### src/rtl/mem_rw_arbiter.sv
// Locked round-robin arbiter sharing one read/write memory port between NREQ masters,
// with a val/rdy handshake on both sides and a watchdog that aborts unacknowledged accesses.
module mem_rw_arbiter #(
  parameter int unsigned NREQ    = 3,
  parameter int unsigned AW      = 8,
  parameter int unsigned DW      = 16,
  parameter int unsigned TIMEOUT = 255
) (
  input  logic                 clk_i,
  input  logic                 arst_i,
  input  logic [NREQ-1:0]      req_val_i,
  input  logic [NREQ-1:0]      req_wen_i,
  input  logic [NREQ*AW-1:0]   req_addr_i,
  input  logic [NREQ*DW-1:0]   req_wdata_i,
  output logic [NREQ-1:0]      req_rdy_o,
  output logic [DW-1:0]        req_rdata_o,
  output logic                 mem_val_o,
  output logic                 mem_wen_o,
  output logic [AW-1:0]        mem_addr_o,
  output logic [DW-1:0]        mem_wdata_o,
  input  logic                 mem_rdy_i,
  input  logic [DW-1:0]        mem_rdata_i,
  output logic [NREQ-1:0]      grant_o,
  output logic                 busy_o,
  output logic                 timeout_o
);

  localparam int unsigned IW = (NREQ > 1) ? $clog2(NREQ) : 1;
  localparam int unsigned WW = $clog2(TIMEOUT + 1);

  localparam logic [0:0] StIdle = 1'b0;
  localparam logic [0:0] StBusy = 1'b1;

  localparam logic [WW-1:0] WdLast = WW'(TIMEOUT - 1);
  localparam logic [WW-1:0] WdMax  = WW'(TIMEOUT);

  logic [0:0]      state_q, state_d;
  logic [NREQ-1:0] grant_q, grant_d;
  logic [IW-1:0]   rr_q, rr_d;
  logic [WW-1:0]   wd_q, wd_d;

  logic            busy;
  logic            complete;
  logic            wd_fire;
  logic [IW-1:0]   gidx;
  logic [IW-1:0]   g_next;
  logic            sel_val;
  logic            sel_wen;
  logic [AW-1:0]   sel_addr;
  logic [DW-1:0]   sel_wdata;

  logic [2*NREQ-1:0] val_dbl;
  logic [NREQ-1:0]   val_rot;
  logic [IW-1:0]     win_idx;
  logic              win_found;
  int unsigned       win_pos;

  // Granted requester's fields; all zero when nothing is granted.
  always_comb begin
    gidx      = '0;
    sel_val   = 1'b0;
    sel_wen   = 1'b0;
    sel_addr  = '0;
    sel_wdata = '0;
    for (int k = 0; k < NREQ; k++) begin
      if (grant_q[k]) begin
        gidx      = IW'(k);
        sel_val   = sel_val | req_val_i[k];
        sel_wen   = sel_wen | req_wen_i[k];
        sel_addr  = sel_addr | req_addr_i[k*AW +: AW];
        sel_wdata = sel_wdata | req_wdata_i[k*DW +: DW];
      end
    end
  end

  assign busy     = (state_q == StBusy);
  assign complete = busy & sel_val & mem_rdy_i;
  assign wd_fire  = busy & ~complete & (wd_q == WdLast);
  assign g_next   = (gidx == IW'(NREQ - 1)) ? '0 : gidx + IW'(1);

  // Rotate requests so bit 0 is the rr pointer, then take the first set bit.
  always_comb begin
    val_dbl   = {req_val_i, req_val_i};
    val_rot   = NREQ'(val_dbl >> rr_q);
    win_found = 1'b0;
    win_pos   = 0;
    win_idx   = '0;
    for (int i = 0; i < NREQ; i++) begin
      if (!win_found && val_rot[i]) begin
        win_found = 1'b1;
        win_pos   = int'(rr_q) + i;
        if (win_pos >= NREQ) win_pos = win_pos - NREQ;
      end
    end
    win_idx = IW'(win_pos);
  end

  always_comb begin
    state_d = state_q;
    grant_d = grant_q;
    rr_d    = rr_q;
    wd_d    = wd_q;
    if (state_q == StIdle) begin
      if (win_found) begin
        state_d = StBusy;
        grant_d = NREQ'(1) << win_idx;
        wd_d    = '0;
      end
    end else begin
      if (complete || wd_fire) begin
        state_d = StIdle;
        grant_d = '0;
        rr_d    = g_next;
      end else if (!sel_val) begin
        // Withdrawn request: release without moving the pointer.
        state_d = StIdle;
        grant_d = '0;
      end else begin
        wd_d = (wd_q == WdMax) ? wd_q : wd_q + WW'(1);
      end
    end
  end

  always_ff @(posedge clk_i or posedge arst_i) begin
    if (arst_i) begin
      state_q <= StIdle;
      grant_q <= '0;
      rr_q    <= '0;
      wd_q    <= '0;
    end else begin
      state_q <= state_d;
      grant_q <= grant_d;
      rr_q    <= rr_d;
      wd_q    <= wd_d;
    end
  end

  assign mem_val_o   = busy & sel_val;
  assign mem_wen_o   = sel_wen;
  assign mem_addr_o  = sel_addr;
  assign mem_wdata_o = sel_wdata;
  assign req_rdy_o   = grant_q & {NREQ{complete}};
  assign req_rdata_o = mem_rdata_i;
  assign grant_o     = grant_q;
  assign busy_o      = busy;
  assign timeout_o   = wd_fire;

endmodule
### config.mk
export PLATFORM = sky130hd
export DESIGN_NAME = mem_rw_arbiter
export DESIGN_NICKNAME = d
export VERILOG_FILES = /design/src/rtl/mem_rw_arbiter.sv
export SDC_FILE = /design/constraint.sdc
export NUM_CORES = 1
export LEC_CHECK = 0
export ABC_CLOCK_PERIOD_IN_PS = 2500
export CORE_MARGIN = 2
export CORE_UTILIZATION = 30
export DETAILED_ROUTE_END_ITERATION = 7
export PLACE_DENSITY = 0.81
export SLEW_MARGIN = 20
export SYNTH_ARGS = -nofsm -noshare
export SYNTH_HDL_FRONTEND = slang
export SYNTH_SLANG_ARGS = --single-unit
### constraint.sdc
create_clock -name clk_i -period 2.5 [get_ports clk_i]
set_input_delay 0.5 -clock clk_i [delete_from_list [all_inputs] [get_ports clk_i]]
set_output_delay 0.5 -clock clk_i [all_outputs]
set_load 0.05 [all_outputs]
==> results_dict.tcl, run 1 <==
set metrics [dict create \
    ys_seq_area_share_pct 23.2 \
    core_um2 4790 \
    m1WireLength_mm 2.23 \
    vias 1812 \
    endpoint_kind "output port" \
    grt_pass1_wl_mm 8.06 \
    synthTopCellsByArea "dfrtp_1 (23%), a222oi_1 (17%), buf_4 (9.0%)" \
    rsz0062_at_grt "no" \
    min-delay-start "wd_q[6]" \
    place_inst 342 \
    fmax_mhz 414 \
    pwr_density_cell_nw_per_um2 1080 \
    dieWidth_um 74.9 \
    hold_path_end "wd_q[6]" \
    synth_top_area_cell "dfrtp_1" \
    synth.net_count 282 \
    routabilityCongestion 0.829 \
    cap_violations 0 \
    tightest_slew_ns 0.548 \
    fin_crit_sh_pct 96.6 \
    wl_met3_um 478 \
    root_buffer "clkbuf_8" \
    gr-total-overflow 0 \
    status "finished clean" \
    antenna_left 0 \
    r2r_end "wd_q[5]" \
    start_util_pct 31.5 \
    hp-class "flop to flop" \
    hold_buffers 0 \
    maxSlewHeadroom_pct 63.4 \
    crit_type "input port to output port" \
    die-area_um2 5610 \
    wl_per_cell_um 16.1 \
    drt_first_pass_iters 5 \
    reg2reg_from "wd_q[0]" \
    min_path_cells 1 \
    drive_gt1_share_pct 20.4 \
    area_growth_pct 95.5 \
    synth-seq-cells 14 \
    hold_viol_final 0 \
    fin_skew_ns 0.00327 \
    met2_length_mm 2.79 \
    ys.flop_type "dfrtp_1" \
    drcViolationCount 0 \
    whs_ns 0.512 \
    viasPerCell 5.22 \
    cp.required_ns 2.00 \
    tritoncts "done" \
    netlist_instances 181 \
    p_leak_nw 1.36 \
    synthesis.area_um2 1510 \
    place_hpwl_mm 4.46 \
    fin_tns_setup_ns 0 \
    period_needed_ns 2.42 \
    setup_slack_ns 0.0841 \
    grt_pass1_vias 1682 \
    cts.clk_slew.worst_paths_ns 0.06 \
    synth_edf_count 0 \
    avgSynthCellArea_um2 8.33 \
    diodes 0 \
    top_layer_used "met4" \
    synthArstFlopShare_pct 100 \
    clockBufferDepth 2 \
    pre_cts_slack_ns -0.0438 \
    yosys.area.top_type_share_pct 23.2 \
    row_count 25 \
    ys_warn_count 0 \
    peakVddDrop_mv 0.529 \
    io_pins 147 \
    grt_util_all_layers_pct 18.4 \
    crit_path_start_kind "input port" \
    drtIter0Drc 112 \
    slew_violations 0 \
    instances_no_fill 347 \
    cts_max_level 1 \
    clock_sinks 14 \
    grt_start_max_net_pins 31 \
    antenna_found_initial 0 \
    rrSetupSlack_ns 0.46 \
    cp.arrival_ns 1.92 \
    wl_mm 5.58 \
    finalSetupViolations 0 \
    yosysUniqueCellTypes 43 \
    insertion_delay_ns 0.25 \
    cp_max_fo 5 \
    fillers 422 \
    die_h_um 74.9 \
    cts_buffers 3 \
    io_buffers 114 \
    nNetsFinal 382 \
    r2r_cells 7 \
]
==> worst max path at each step <==
stage,start,to,slack [ns],cells after the start
floorplan,grant_o[0],timeout_o,-0.06,5
CTS,req_val_i[0],timeout_o,0.008,7
finish,req_val_i[1],timeout_o,0.08,7
global route,req_val_i[1],timeout_o,0.02,7
detailed placement,req_val_i[0],grant_o[2],-0.04,7
global placement,req_val_i[0],grant_o[2],0.01,7
==> cells in the final DEF, fill, tap and decap left out, drive strengths merged <==
cell type / instances
a32o: 1
nand2: 7
a41o: 1
nand3: 6
inv: 32
nor3: 1
mux2: 1
a21o: 2
nand4b: 1
or2: 2
and4: 1
nor2: 9
nand4: 1
and4b: 1
dlymetal6s2s: 1
a222oi: 26
nand2b: 3
nor4: 2
ha: 4
dfrtp: 14
a311o: 1
buf: 46
o21ai: 2
and2: 2
and3: 3
o211ai: 2
mux2i: 5
nor4bb: 2
clkbuf: 4
clkdlybuf4s50: 80
a22o: 3
o31ai: 4
or4bb: 1
a21oi: 1
or4b: 1
xnor2: 3
nor4b: 2
a31oi: 1
or4: 1
==> layout make-up <==
cell class | instances | area, um2 | share of cell area (%)
flip-flops and latches | 14 | 350 | 11.9
inverters | 32 | 120 | 4.07
clock buffers | 4 | 55.1 | 1.87
multi-input cells | 103 | 842 | 28.6
repair buffers | 127 | 1500 | 50.8
well taps | 67 | 83.8 | 2.84
==> Yosys cell counts, types with 2 or more instances <==
library cell  number
and2_1             2
clkbuf_1           8
buf_6              3
inv_1             32
nand3_1            6
nor4_1             2
a22o_1             3
and3_1             3
dfrtp_1           14
a222oi_1          26
o211ai_1           2
xnor2_1            3
nor4bb_1           2
nor2_1             9
ha_1               4
o31ai_1            4
mux2i_1            5
nand2b_1           2
a21o_1             2
nand2_1            7
buf_4             18
o21ai_1            2
buf_2              2
==> worst max-delay path: stages <==
cell and delay (ns):
clkdlybuf4s50_1 0.43, a222oi_1 0.31, buf_4 0.20, nor2_4 0.04, and2_4 0.17, nor2_4 0.12, buf_12 0.15
==> routing by layer <==
layer	GRT usage [%]	vias up
li1	-	864
met1	23.0	862
met2	31.2	74
met3	4.28	12
met4	6.35	0
met5	0	-
==> state kept, by name, indices dropped and copies added, names as in the netlist <==
signal	cells
grant_o	3
busy_o	1
wd_q	8
rr_q	2
==> cells by family after synthesis <==
logic type	share of synthesized area [%]
compound gates	26.5
xor+xnor	1.74
fa+ha+maj	3.32
buf+inv	22.1
flops	23.2
mux	4.07
simple gates	19.1
==> report_power, final <==
group / switching, mW / leakage, nW / total [mW] / internal, mW
Clock: 0.0801 / 0.0288 / 0.220 / 0.139
Sequential: 0.0765 / 0.186 / 0.350 / 0.273
Combinational: 1.42 / 1.15 / 2.62 / 1.20
==> stage by stage <==
step	instance area, um2	util [%]	total power, mW
after floorplan	1520	-	1.82
after global placement	2880	60.2	2.94
after detailed placement	2880	60.2	2.98
after CTS	2940	61.5	3.22
after global routing	2950	61.6	3.36
final	2950	61.6	3.19
==> repair_timing <==
item,4_1_cts,5_1_grt
setup endpoints to repair,1,1
setup buffers,1,0
pin swaps,1,1
resized for setup,0,2
gates cloned,0,0
No activity file was read; power rests on OpenSTA's default activity.
==> run 2: changes to the inputs <==
Settings changed: ABC_AREA from default to 1, PLACE_DENSITY 0.81 to 0.79.
==> run 2 against run 1 <==
  * Routed wire length increased by 6.7%
  * Power increased by 12%
  * Setup slack improved by 0.061 ns
  * Global-route usage increased by 1.2 points
  * Register-to-register slack improved by 0.43 ns
  * Critical path type unchanged
  * Critical endpoint is now req_rdy_o[2]
==> results_dict.tcl, run 2 <==
set metrics [dict create \
    die-area_um2 5990 \
    ctsResizeCount 0 \
    grt_pass1_wl_mm 9.49 \
    pwr_density_cell_nw_per_um2 1170 \
    ys.flop_type "dfrtp_1" \
    insertion_delay_ns 0.25 \
    synth.net_count 376 \
    slew_violations 0 \
    cp.required_ns 2.00 \
    start_util_pct 31.5 \
    whs_ns 0.588 \
    gr-total-overflow 0 \
    layout_commonest_cell "nand2_1" \
    area_growth_pct 88.7 \
    period_needed_ns 2.36 \
    slowest_stage "clkdlybuf4s50_1" \
    vias 2064 \
    synth_top_area_cell "nand2_1" \
    rsz0062_at_grt "no" \
    yosys.area.top_type_share_pct 28.6 \
    p_leak_nw 1.39 \
    fmax_mhz 425 \
    critPathMaxStageDelay_ns 0.53 \
    finalSetupViolations 0 \
    avgSynthCellArea_um2 5.88 \
    peakVddDrop_mv 0.581 \
    dieWidth_um 77.4 \
    cts_max_level 1 \
    final_cell_mix "nand2_1 (123), clkdlybuf4s50_1 (81), nand3_1 (49)" \
    nNetsFinal 473 \
    hp-class "flop to flop" \
    postCtsSetupBuffers 0 \
    drive_gt1_share_pct 15.4 \
    root_buffer "clkbuf_8" \
    tightest_slew_ns 0.577 \
    die_h_um 77.4 \
    row_count 26 \
    netlist_instances 275 \
    wl_mm 5.95 \
    status "finished clean" \
    synthArstFlopShare_pct 100 \
    utilization_pct 59.3 \
    drtIter0Drc 72 \
    antenna_left 0 \
    path_cells "clkdlybuf4s50_1, nand2_1, nand3_1, nand2_1, inv_2, nand2_4, nor2_1, buf_12" \
    maxSlewHeadroom_pct 61.5 \
    clockBufferDepth 2 \
    drcViolationCount 0 \
    synthesis.area_um2 1620 \
    grt_start_max_net_pins 30 \
    synth.most_common_cell "nand2_1" \
    wl_per_cell_um 13.5 \
    ys_warn_count 0 \
    io_buffers 114 \
    crit_type "input port to output port" \
    synthTopCellsByArea "nand2_1 (29%), dfrtp_1 (22%), nand3_1 (15%)" \
    synth-seq-cells 14 \
    drt_first_pass_iters 4 \
    antenna_found_initial 0 \
    synth_common_cells "nand2_1 (123), nand3_1 (49), buf_4 (17), inv_1 (17), dfrtp_1 (14)" \
    synth_edf_count 0 \
    crit_path_start_kind "input port" \
    fin_skew_ns 0.000815 \
    grt_util_all_layers_pct 19.6 \
    regMostFlops "wd_q" \
    grt_pass1_vias 1947 \
    diodes 0 \
    endpoint_kind "output port" \
    cpMostUsedCell "nand2_1" \
    yosysUniqueCellTypes 26 \
    routabilityCongestion 0.803 \
    io_pins 147 \
    fin_crit_sh_pct 94.2 \
    cts_buffers 3 \
    hold_buffers 0 \
    core_um2 5140 \
    place_hpwl_mm 4.78 \
    tritoncts "done" \
    cts.clk_slew.worst_paths_ns 0.07 \
    cp.arrival_ns 1.86 \
    ys_seq_area_share_pct 21.7 \
    cap_violations 0 \
    hold_viol_final 0 \
    viasPerCell 4.68 \
    clock_sinks 14 \
    largest_reg_flops 8 \
    cp_max_fo 5 \
]
run 2: area by class of cell:
type | instances | area (um2)
timing repair buffer | 117 | 1460
sequential | 14 | 350
inverter | 22 | 82.6
tap | 70 | 87.6
multi-input combinational | 214 | 1020
clock buffer | 4 | 55.1
fill | 476 | 2090
run 2: final timing paths:
check                             start            to  slack (ns)  depth (start not counted)
min                             wd_q[5]       wd_q[5]        0.59                          2
min in group asynchronous        arst_i       wd_q[1]        0.60                          2
max                        req_val_i[1]  req_rdy_o[2]        0.14                          8
min reg2reg                     wd_q[5]       wd_q[5]        0.59                          2
max reg2reg                     wd_q[0]       wd_q[6]        0.89                          8
max in group asynchronous        arst_i       wd_q[4]        1.52                          2
run 2: logic make-up after synthesis:
kind of cell,count (synthesis),synth area share [%]
adder cells (fa/ha/maj),4,3.10
AND/OR/NAND/NOR,196,54.2
AO/OA/AOI/OAI,10,3.56
buffers and inverters,47,15.3
flip-flops,14,21.7
XOR/XNOR,4,2.17
run 2: power by group:
| group | switching, mW | leakage (nW) | internal (mW) |
|---|---|---|---|
| Clock | 0.0958 | 0.0288 | 0.140 |
| Combinational | 1.76 | 1.18 | 1.23 |
| Sequential | 0.0742 | 0.188 | 0.283 |
run 2: critical path, delay by kind of cell:
kind                   cells  cell delay (ns)
buffers and inverters      3             0.83
and+or+nand+nor            5             0.51
run 2: routing by layer:
| metal | GRT usage (%) | vias up | part of all wire (%) |
|---|---|---|---|
| met5 | 0 | - | 0 |
| met4 | 3.39 | 0 | 0.74 |
| met3 | 4.53 | 4 | 7.6 |
| met2 | 36.3 | 83 | 52 |
| met1 | 23.3 | 933 | 40 |
| li1 | - | 1044 | - |
run 2: metrics by stage:
step                      worst slack, ns  std cells  area (um2)  total power, mW  TNS (ns)
after global placement              0.200        437        3000             3.32         0
after global routing               0.0460        441        3050             3.79         0
after detailed placement            0.144        437        3000             3.37         0
final                               0.145        441        3050             3.58         0
after CTS                           0.135        441        3050             3.61         0
after floorplan                   -0.0288        275        1620             2.07   -0.0865
